[src/rtl/fifo_burst_framer.sv]
// Burst framer downstream of a FWFT FIFO: gathers up to MaxBurst words, then
// emits a header (count + flush flag) followed by the buffered payload.
module fifo_burst_framer #(
    parameter int DataWidth     = 32,
    parameter int MaxBurst      = 4,
    parameter int TimeoutCycles = 16,
    parameter int LenWidth      = $clog2(MaxBurst + 1)
) (
    input  logic                 clk,
    input  logic                 rst,
    input  logic [DataWidth-1:0] fifo_read_data,
    input  logic                 fifo_empty,
    output logic                 fifo_read_en,
    output logic                 out_valid,
    input  logic                 out_ready,
    output logic [DataWidth-1:0] out_data,
    output logic                 out_is_header,
    output logic                 out_last,
    output logic [15:0]          frame_count
);

    localparam int IdxW   = (MaxBurst > 1) ? $clog2(MaxBurst) : 1;
    localparam int TimerW = (TimeoutCycles > 1) ? $clog2(TimeoutCycles) : 1;
    localparam logic [LenWidth-1:0] LastCount = LenWidth'(MaxBurst - 1);
    localparam logic [TimerW-1:0]   TimerLast = TimerW'(TimeoutCycles - 1);

    typedef enum logic [1:0] {
        IDLE,
        COLLECT,
        HEADER,
        PAYLOAD
    } state_t;

    state_t                state_q, state_d;
    logic [LenWidth-1:0]   count_q;
    logic [LenWidth-1:0]   index_q;
    logic [TimerW-1:0]     timer_q;
    logic                  flushed_q;
    logic [DataWidth-1:0]  burst_buf [MaxBurst];

    always_comb begin
        state_d       = state_q;
        fifo_read_en  = 1'b0;
        out_valid     = 1'b0;
        out_is_header = 1'b0;
        out_last      = 1'b0;
        out_data      = '0;
        case (state_q)
            IDLE: begin
                // Gated by rst so a held reset never pops (and loses) FIFO words.
                fifo_read_en = !fifo_empty && !rst;
                if (fifo_read_en) begin
                    state_d = (MaxBurst == 1) ? HEADER : COLLECT;
                end
            end
            COLLECT: begin
                fifo_read_en = !fifo_empty && !rst;
                if (fifo_read_en) begin
                    if (count_q == LastCount) begin
                        state_d = HEADER;
                    end
                end else if (timer_q == TimerLast) begin
                    state_d = HEADER;
                end
            end
            HEADER: begin
                out_valid                = 1'b1;
                out_is_header            = 1'b1;
                out_data[DataWidth-1]    = flushed_q;
                out_data[LenWidth-1:0]   = count_q;
                if (out_ready) begin
                    state_d = PAYLOAD;
                end
            end
            PAYLOAD: begin
                out_valid = 1'b1;
                out_data  = burst_buf[index_q[IdxW-1:0]];
                out_last  = (index_q == count_q - LenWidth'(1));
                if (out_ready && out_last) begin
                    state_d = IDLE;
                end
            end
            default: state_d = IDLE;
        endcase
    end

    always_ff @(posedge clk) begin
        if (rst) begin
            state_q     <= IDLE;
            count_q     <= '0;
            index_q     <= '0;
            timer_q     <= '0;
            flushed_q   <= 1'b0;
            frame_count <= '0;
        end else begin
            state_q <= state_d;
            case (state_q)
                IDLE: begin
                    if (fifo_read_en) begin
                        burst_buf[0] <= fifo_read_data;
                        count_q      <= LenWidth'(1);
                        timer_q      <= '0;
                        flushed_q    <= 1'b0;
                    end
                end
                COLLECT: begin
                    if (fifo_read_en) begin
                        burst_buf[count_q[IdxW-1:0]] <= fifo_read_data;
                        count_q   <= count_q + LenWidth'(1);
                        timer_q   <= '0;
                        flushed_q <= 1'b0;
                    end else if (timer_q == TimerLast) begin
                        // Timer saturates here; it is cleared on the next burst's first pop.
                        flushed_q <= 1'b1;
                    end else begin
                        timer_q <= timer_q + TimerW'(1);
                    end
                end
                HEADER: begin
                    if (out_ready) begin
                        index_q <= '0;
                    end
                end
                PAYLOAD: begin
                    if (out_ready) begin
                        if (out_last) begin
                            frame_count <= frame_count + 16'd1;
                        end else begin
                            index_q <= index_q + LenWidth'(1);
                        end
                    end
                end
                default: ;
            endcase
        end
    end

endmodule

[config.mk]
export PLATFORM = sky130hd
export DESIGN_NAME = fifo_burst_framer
export DESIGN_NICKNAME = d
export VERILOG_FILES = /design/src/rtl/fifo_burst_framer.sv
export SDC_FILE = /design/constraint.sdc
export NUM_CORES = 1
export LEC_CHECK = 0
export ABC_AREA = 1
export BUFFER_PORTS_ARGS = -buffer_cell sky130_fd_sc_hd__buf_2
export CORE_ASPECT_RATIO = 1.1
export CORE_MARGIN = 2
export CORE_UTILIZATION = 55
export CTS_CLUSTER_DIAMETER = 30
export CTS_CLUSTER_SIZE = 20
export DETAILED_ROUTE_END_ITERATION = 7
export GPL_ROUTABILITY_DRIVEN = 1
export GPL_TIMING_DRIVEN = 0
export PLACE_DENSITY_LB_ADDON = 0.08
export SETUP_SLACK_MARGIN = 0.1
export SLEW_MARGIN = 20
export SYNTH_ARGS = -nofsm -noshare
export SYNTH_HDL_FRONTEND = slang
export SYNTH_SLANG_ARGS = --single-unit
[constraint.sdc]
create_clock -name clk -period 5.95 [get_ports clk]
set_input_delay 0.8925 -clock clk [delete_from_list [all_inputs] [get_ports clk]]
set_output_delay 0.8925 -clock clk [all_outputs]
set_load 0.02 [all_outputs]
==> impl_metrics.env, run 1 <==
export IMPL_synthCells=643
export IMPL_die_width_um=110
export IMPL_num_io_pins=88
export IMPL_cts_sinks=159
export IMPL_wl_per_cell_um=16.3
export IMPL_root_buffer="clkbuf_16"
export IMPL_p_clk_share_pct=40.7
export IMPL_drive_above_1_share_pct=21.8
export IMPL_grt_overflow_total=0
export IMPL_cts_resized=0
export IMPL_p_comb_share_pct=12.9
export IMPL_multi_input_area_um2=2050
export IMPL_timing_fmax_ghz=0.312
export IMPL_maxSlewHeadroom_pct=46.5
export IMPL_io_buffers=87
export IMPL_ys_ff_latch=159
export IMPL_tightestPinTransition_ns=0.798
export IMPL_grt_pass1_wl_um=23200
export IMPL_drcViolationCount=0
export IMPL_synth_seq_area_share_pct=65.9
export IMPL_vias_per_cell=5.34
export IMPL_dr_first_iter_drc_count=221
export IMPL_cp_num_buf_inv=5
export IMPL_postCtsSetupBuffers=0
export IMPL_holdPathStages=2
export IMPL_vias=4939
export IMPL_fillers=943
export IMPL_worstRegToRegCells=9
export IMPL_path_cells="ha_1, buf_2, inv_1, clkbuf_1, buf_2, a21oi_1, buf_2"
export IMPL_maxCapViolations=0
export IMPL_final_seq_area_um2=4460
export IMPL_numCtsBuffers=17
export IMPL_p_sw_w=0.000691
export IMPL_syn_cell_area_um2=6770
export IMPL_globalplace_congestion=0.909
export IMPL_crit_slowest_cell="clkbuf_1"
export IMPL_synth_nets=689
export IMPL_die_area_um2=13200
export IMPL_antenna_found_initial=1
export IMPL_clock_latency_ns=0.42
export IMPL_cp_arrival_ns=2.32
export IMPL_drtPass1Iterations=6
export IMPL_fin_nets=803
export IMPL_switching_share_pct=25.0
export IMPL_period_share_pct=53.9
export IMPL_cp_top_family="buffers and inverters"
export IMPL_grt_max_degree=19
export IMPL_crit_path_max_fanout=10
export IMPL_hold_start="timer_q[3]$_SDFFE_PP0P_"
export IMPL_htree_levels=4
export IMPL_whs_endpoint="timer_q[3]$_SDFFE_PP0P_"
export IMPL_syn_mean_instance_area_um2=10.5
export IMPL_cp_end_kind="output pin"
export IMPL_critPathLaunchType="register"
export IMPL_vdd_drop_max_mv=0.194
export IMPL_grt_usage_pct=23.4
export IMPL_yosysWarnings=0
export IMPL_fin_cells=925
export IMPL_setup_viol=0
export IMPL_drt_wl_total_um=15100
export IMPL_crit_type="register to output pin"
export IMPL_tns_ns=0
export IMPL_start_util_pct=56.3
export IMPL_hold_path_class="register to register"
export IMPL_cellLeakagePower_nw=3.10
export IMPL_p_per_area_nw_per_um2=338
export IMPL_dpl_hpwl_um=10300
export IMPL_crit_top_cell="buf_2"
export IMPL_rsz0062_at_grt="no"
export IMPL_r2r_end="burst_buf[3][18]$_DFFE_PP_"
export IMPL_cellInternalPower_w=0.00207
export IMPL_fp_dieH_um=120
export IMPL_p_seq_share_pct=46.4
export IMPL_rows=42
export IMPL_cts_tree="yes"
export IMPL_cts_path_max_buffers=2
export IMPL_rrSetupSlack_ns=3.35
export IMPL_critPathMaxStageDelay_ns=0.42
export IMPL_clk_pin_slew_ns=0.06
export IMPL_ant_nets=0
export IMPL_hold_viol=0
export IMPL_dp_cells=892
export IMPL_reg2reg_from="state_q[1]$_SDFFE_PP0P_"
export IMPL_timing_final_max_slew_violations=0
export IMPL_core_area_um2=12000
export IMPL_min_period_ns=3.21
export IMPL_grt_pass1_vias=4812
export IMPL_syn_to_final_growth_pct=20.8
export IMPL_ctsHoldBuffers=0
export IMPL_run_status="complete, no violations"
export IMPL_cp_data_required_time_ns=5.06
export IMPL_skew_ns=0.00741
export IMPL_synthDistinctLibCells=29
[Yosys cell counts]
| cell type | n | area [um^2] |
|---|---|---|
| nand3_1 | 22 | 110 |
| nor3_1 | 1 | 5.00 |
| nand2_1 | 74 | 278 |
| edfxtp_1 | 128 | 3840 |
| buf_2 | 9 | 45.0 |
| xor2_1 | 5 | 43.8 |
| o22ai_1 | 2 | 12.5 |
| a21oi_2 | 10 | 87.6 |
| nand4_4 | 1 | 21.3 |
| xnor2_1 | 7 | 61.3 |
| a211oi_1 | 4 | 30.0 |
| buf_1 | 2 | 7.51 |
| or2_2 | 1 | 6.26 |
| a21oi_1 | 49 | 245 |
| o21ai_0 | 66 | 330 |
| nand2_2 | 12 | 75.1 |
| clkinv_1 | 1 | 3.75 |
| nor2_2 | 1 | 6.26 |
| inv_2 | 3 | 11.3 |
| nand4_1 | 3 | 18.8 |
| clkbuf_1 | 16 | 60.1 |
| dfxtp_1 | 31 | 621 |
| clkinv_2 | 1 | 5.00 |
| nor2_4 | 1 | 11.3 |
| ha_1 | 10 | 125 |
| buf_12 | 1 | 20.0 |
| inv_1 | 36 | 135 |
| nor2_1 | 143 | 537 |
| o21ai_1 | 3 | 15.0 |
[worst register-to-register path: cells and delay by family (launching register included)]
| kind | cells | cell delay, ns |
|---|---|---|
| fa+ha+maj | 1 | 0.27 |
| flops | 1 | 0.34 |
| buf+inv | 5 | 0.68 |
| simple gates | 3 | 0.99 |
[cell type report]
cell class              count  share of cell area (%)
well taps                 154                    2.36
clock buffers              18                    5.25
flip-flops and latches    159                    54.6
diodes                      1                  0.0306
multi-input cells         415                    25.1
inverters                  41                    1.90
plain buffers              28                    1.62
clock inverters            14                    2.32
repair buffers             95                    6.87
[worst max path at each step]
stage	from	end	slack (ns)	depth (start not counted)
6_report	state_q[0]$_SDFFE_PP0P_	out_data[12]	2.74	7
5_1_grt	state_q[0]$_SDFFE_PP0P_	out_data[12]	2.60	7
4_1_cts	state_q[0]$_SDFFE_PP0P_	out_data[12]	2.72	7
3_5_place_dp	rst	burst_buf[3][16]$_DFFE_PP_	2.77	9
3_3_place_gp	rst	burst_buf[0][16]$_DFFE_PP_	-0.31	6
2_1_floorplan	rst	burst_buf[0][0]$_DFFE_PP_	1.46	5
[kinds of logic (layout without fill, tap and decap cells)]
kind of cell               Yosys count  count (layout)  share of synthesized area (%)
DFF                                159             159                           65.9
adders and majority gates           10              10                           1.85
and+or+nand+nor                    259             259                           15.8
AOI/OAI and AO/OA                  134             134                           10.6
xor gates and xnor gates            12              12                           1.55
buffers and inverters               69             196                           4.25
other                                0               1                              0
[metal layers]
metal / share of wire [%] / wire, um / GRT usage [%] / vias to the layer above
met5: 0 / 0 / 0 / -
met4: 2.7 / 412 / 10.6 / 0
met3: 5.9 / 895 / 6.47 / 36
met2: 51 / 7710 / 39.8 / 143
met1: 40 / 6100 / 27.2 / 2331
li1: - / - / - / 2429
[metrics by stage]
stage	setup slack, ns	utilization [%]	cell area, um^2	hold slack (ns)	total power (W)
5_1_grt	2.60	68.0	8180	0.506	0.00287
3_5_place_dp	2.77	62.8	7560	0.461	0.00167
4_1_cts	2.72	68.0	8180	0.471	0.00278
3_3_place_gp	-0.308	61.5	7400	0.451	0.00164
2_1_floorplan	1.46	-	6770	0.429	0.00154
6_report	2.74	68.0	8180	0.468	0.00277
[cells in the final DEF, fill, tap and decap left out, drive strengths merged]
cell        n
bufinv      4
dfxtp      31
clkinvlp    3
clkinv      7
buf       107
nand2      86
clkbuf     34
edfxtp    128
diode       1
nand4       4
nor3        1
o22ai       2
nand3      22
xnor2       7
xor2        5
a211oi      4
nor2      145
inv        41
ha         10
or2         1
o21ai      69
a21oi      59
[registers in the layout, indices dropped and copies added (netlist names), named ones only]
| register | cells |
|---|---|
| flushed_q | 1 |
| frame_count | 16 |
| state_q | 2 |
| index_q | 3 |
| count_q | 3 |
| timer_q | 4 |
| burst_buf | 128 |
[power groups by stage]
stage / sequential, W / clock, W / combinational [W]
2_1_floorplan: 0.00130 / 0 / 0.000235
3_3_place_gp: 0.00131 / 0 / 0.000331
3_5_place_dp: 0.00131 / 0 / 0.000357
4_1_cts: 0.00128 / 0.00114 / 0.000360
5_1_grt: 0.00129 / 0.00118 / 0.000402
6_report: 0.00128 / 0.00112 / 0.000357
Power figures use the tool's default switching activity.
==> run 2, diff against run 1 <==
--- a/config.mk
+++ b/config.mk
@@ -5,7 +5,7 @@
 export SDC_FILE = /design/constraint.sdc
 export NUM_CORES = 1
 export LEC_CHECK = 0
-export ABC_AREA = 1
+export ABC_AREA = 0
 export BUFFER_PORTS_ARGS = -buffer_cell sky130_fd_sc_hd__buf_2
 export CORE_ASPECT_RATIO = 1.1
 export CORE_MARGIN = 2
==> constraint.sdc (replaced) <==
create_clock -name clk -period 3.1 [get_ports clk]
set_input_delay 0.465 -clock clk [delete_from_list [all_inputs] [get_ports clk]]
set_output_delay 0.465 -clock clk [all_outputs]
set_load 0.02 [all_outputs]
==> run 2 against run 1 <==
Compared with the run above:
- flip-flop and latch count stayed put
- critical endpoint is now out_last
- sequential power increased by 92%
- sequential share of layout area increased by 2.2 points
- worst setup slack got worse by 2.5 ns
- via count down 21%
- critical path type unchanged
- die area is 3.8% lower
==> impl_metrics.env, run 2 <==
export IMPL_run_status="complete, no violations"
export IMPL_timing_fmax_ghz=0.350
export IMPL_dpl_hpwl_um=8600
export IMPL_globalplace_congestion=0.839
export IMPL_fin_cells=678
export IMPL_hold_viol=0
export IMPL_yosysTopAreaCell="edfxtp_1"
export IMPL_root_buffer="clkbuf_16"
export IMPL_start_util_pct=56.6
export IMPL_maxCapViolations=0
export IMPL_core_area_um2=11500
export IMPL_p_per_area_nw_per_um2=641
export IMPL_synth_nets=444
export IMPL_min_period_ns=2.86
export IMPL_clock_latency_ns=0.42
export IMPL_rows=41
export IMPL_path_cells="inv_1, ha_1, xor2_2, nand3_2, nor2_1, buf_2"
export IMPL_p_clk_share_pct=38.8
export IMPL_cts_sinks=159
export IMPL_top_register="burst_buf"
export IMPL_numCtsBuffers=17
export IMPL_fillers=826
export IMPL_p_total_w=0.00504
export IMPL_crit_type="register to output pin"
export IMPL_drcViolationCount=0
export IMPL_grt_pass1_wl_um=20500
export IMPL_rrSetupSlack_ns=0.65
export IMPL_postCtsSetupBuffers=0
export IMPL_final_seq_area_um2=4470
export IMPL_dr_first_iter_drc_count=326
export IMPL_grt_pass1_vias=3940
export IMPL_synth_seq_area_share_pct=68.6
export IMPL_synthTopCellsByArea="edfxtp_1 59%, mux4_2 11%, dfxtp_1 9.5%, and2_1 2.9%, ha_1 1.9%"
export IMPL_vdd_drop_max_mv=0.443
export IMPL_crit_slowest_cell="dfxtp_2"
export IMPL_ys_ff_latch=159
export IMPL_synthCells=398
export IMPL_cts_tree="yes"
export IMPL_timing_final_max_slew_violations=0
export IMPL_synth_flop_cell="edfxtp_1"
export IMPL_switching_share_pct=24.1
export IMPL_p_comb_share_pct=12.3
export IMPL_grt_usage_pct=21.6
export IMPL_synth_common_cells="128 x edfxtp_1, 32 x mux4_2, 31 x dfxtp_1"
export IMPL_cp_data_required_time_ns=2.63
export IMPL_syn_cell_area_um2=6510
export IMPL_setup_viol=0
export IMPL_cellInternalPower_w=0.00382
export IMPL_cp_top_family="simple AND/OR/NAND/NOR gates"
export IMPL_rsz0062_at_grt="no"
export IMPL_multi_input_area_um2=1960
export IMPL_diodes=0
export IMPL_num_io_pins=88
export IMPL_crit_cells=6
export IMPL_dp_slack_ns=0.328
export IMPL_p_sw_w=0.00122
export IMPL_worstRegToRegCells=6
export IMPL_largest_register_ffs=128
export IMPL_grt_max_degree=22
export IMPL_skew_ns=0.00469
export IMPL_drive_above_1_share_pct=33.5
export IMPL_syn_mean_instance_area_um2=16.4
export IMPL_maxSlewHeadroom_pct=46.9
export IMPL_synth_top_cell_area_share_pct=59.1
export IMPL_yosysWarnings=0
export IMPL_async_reset_ff_share_pct=0
export IMPL_layout_common_cells="128 x edfxtp_1, 92 x buf_2, 32 x mux4_2"
export IMPL_die_width_um=108
export IMPL_cp_num_buf_inv=2
export IMPL_dp_cells=646
export IMPL_critPathMaxStageDelay_ns=0.44
export IMPL_die_area_um2=12700
export IMPL_htree_levels=4
export IMPL_cellLeakagePower_nw=2.82
export IMPL_hold_path_class="primary input to register"
export IMPL_drt_wl_total_um=12800
export IMPL_final_core_util_pct=68.4
export IMPL_fin_ws_ns=0.242
export IMPL_cp_end_kind="output pin"
export IMPL_ant_nets=0
export IMPL_vias=3911
export IMPL_io_buffers=87
export IMPL_vias_per_cell=5.77
export IMPL_wl_per_cell_um=18.9
export IMPL_drtPass1Iterations=7
export IMPL_holdPathStages=1
export IMPL_fp_dieH_um=118
export IMPL_p_seq_share_pct=48.9
export IMPL_clk_pin_slew_ns=0.06
export IMPL_tightestPinTransition_ns=0.790
export IMPL_synth_edf_count=128
export IMPL_grt_overflow_total=0
export IMPL_antenna_found_initial=0
export IMPL_syn_to_final_growth_pct=20.8
export IMPL_critPathLaunchType="register"
export IMPL_period_share_pct=92.2
export IMPL_crit_path_max_fanout=8
export IMPL_cp_arrival_ns=2.39
export IMPL_layout_commonest_cell="edfxtp_1"
export IMPL_fin_nets=561
export IMPL_reg_top3="burst_buf x128, frame_count x16, timer_q x4"
export IMPL_synthDistinctLibCells=41
export IMPL_yosysMostFrequentCell="edfxtp_1"
export IMPL_cts_path_max_buffers=2
run 2: changes by cell type in the layout (fill, tap and decap cells not counted), moves of 18 or more:
cell	previous run	this run
mux4_2	0	32
inv_1	36	11
a21oi_1	49	17
o21ai_0	66	11
and2_1	0	29
nor2_1	141	9
nand2_1	74	14
nand3_1	22	4
run 2: kinds of logic after synthesis:
family                     after synthesis  synth area share (%)
adders and majority gates               10                  1.92
muxes                                   36                  11.7
buffers and inverters                   31                  2.00
xor gates and xnor gates                 7                  1.40
and+or+nand+nor                        103                  9.38
DFF                                    159                  68.6
AOI/OAI and AO/OA                       52                  5.00
run 2: worst reg2reg max path: stages, from the launching register on:
cell	delay (ns)
dfxtp_1	0.34
inv_1	0.09
ha_1	0.28
nand2b_1	0.26
nor4_4	0.66
buf_4	0.34
buf_6	0.19
run 2: path summary, 6_finish.rpt:
| kind | start | endpoint |
|---|---|---|
| max | count_q[0]$_SDFFE_PP0P_ | out_last |
| min | fifo_read_data[1] | burst_buf[2][1]$_DFFE_PP_ |
| max reg2reg | state_q[1]$_SDFFE_PP0P_ | burst_buf[3][12]$_DFFE_PP_ |
| min reg2reg | timer_q[1]$_SDFFE_PP0P_ | timer_q[1]$_SDFFE_PP0P_ |
run 2: final cells by class:
cell class,instances,share of cell area [%]
flip-flops and latches,159,56.8
multi-input cells,208,25.0
repair buffers,98,7.13
clock buffers,18,5.46
well taps,150,2.39
clock inverters,14,1.59
plain buffers,20,1.13
inverters,11,0.525
run 2: power by group through the flow:
stage	registers (W)	clock network (W)	logic (W)
3_3_place_gp	0.00250	0	0.000572
4_1_cts	0.00246	0.00198	0.000623
6_report	0.00246	0.00196	0.000618
5_1_grt	0.00247	0.00207	0.000682
2_1_floorplan	0.00250	0	0.000409
3_5_place_dp	0.00251	0	0.000614
run 2: through the flow:
| step | setup TNS [ns] | instance area (um^2) | hold WS [ns] |
|---|---|---|---|
| after floorplan | -5.12 | 6530 | 0.444 |
| after global placement | -172.46 | 7150 | 0.456 |
| after detailed placement | 0 | 7300 | 0.469 |
| after CTS | 0 | 7860 | 0.247 |
| after global routing | 0 | 7860 | 0.254 |
| final | 0 | 7860 | 0.258 |
run 2: metal layers:
layer | GRT usage [%] | share of wire (%) | wire (um) | vias up
met5 | 0 | 0 | 0 | -
met4 | 7.37 | 1.7 | 221 | 0
met3 | 5.37 | 5.2 | 667 | 20
met2 | 34.5 | 51 | 6590 | 115
met1 | 29.2 | 42 | 5330 | 1962
li1 | - | - | - | 1814
run 2: repair_timing:
item,4_1_cts,5_1_grt
gates cloned,0,0
gates resized for setup,1,1
endpoints found under the setup margin,1,1
hold buffers,0,0
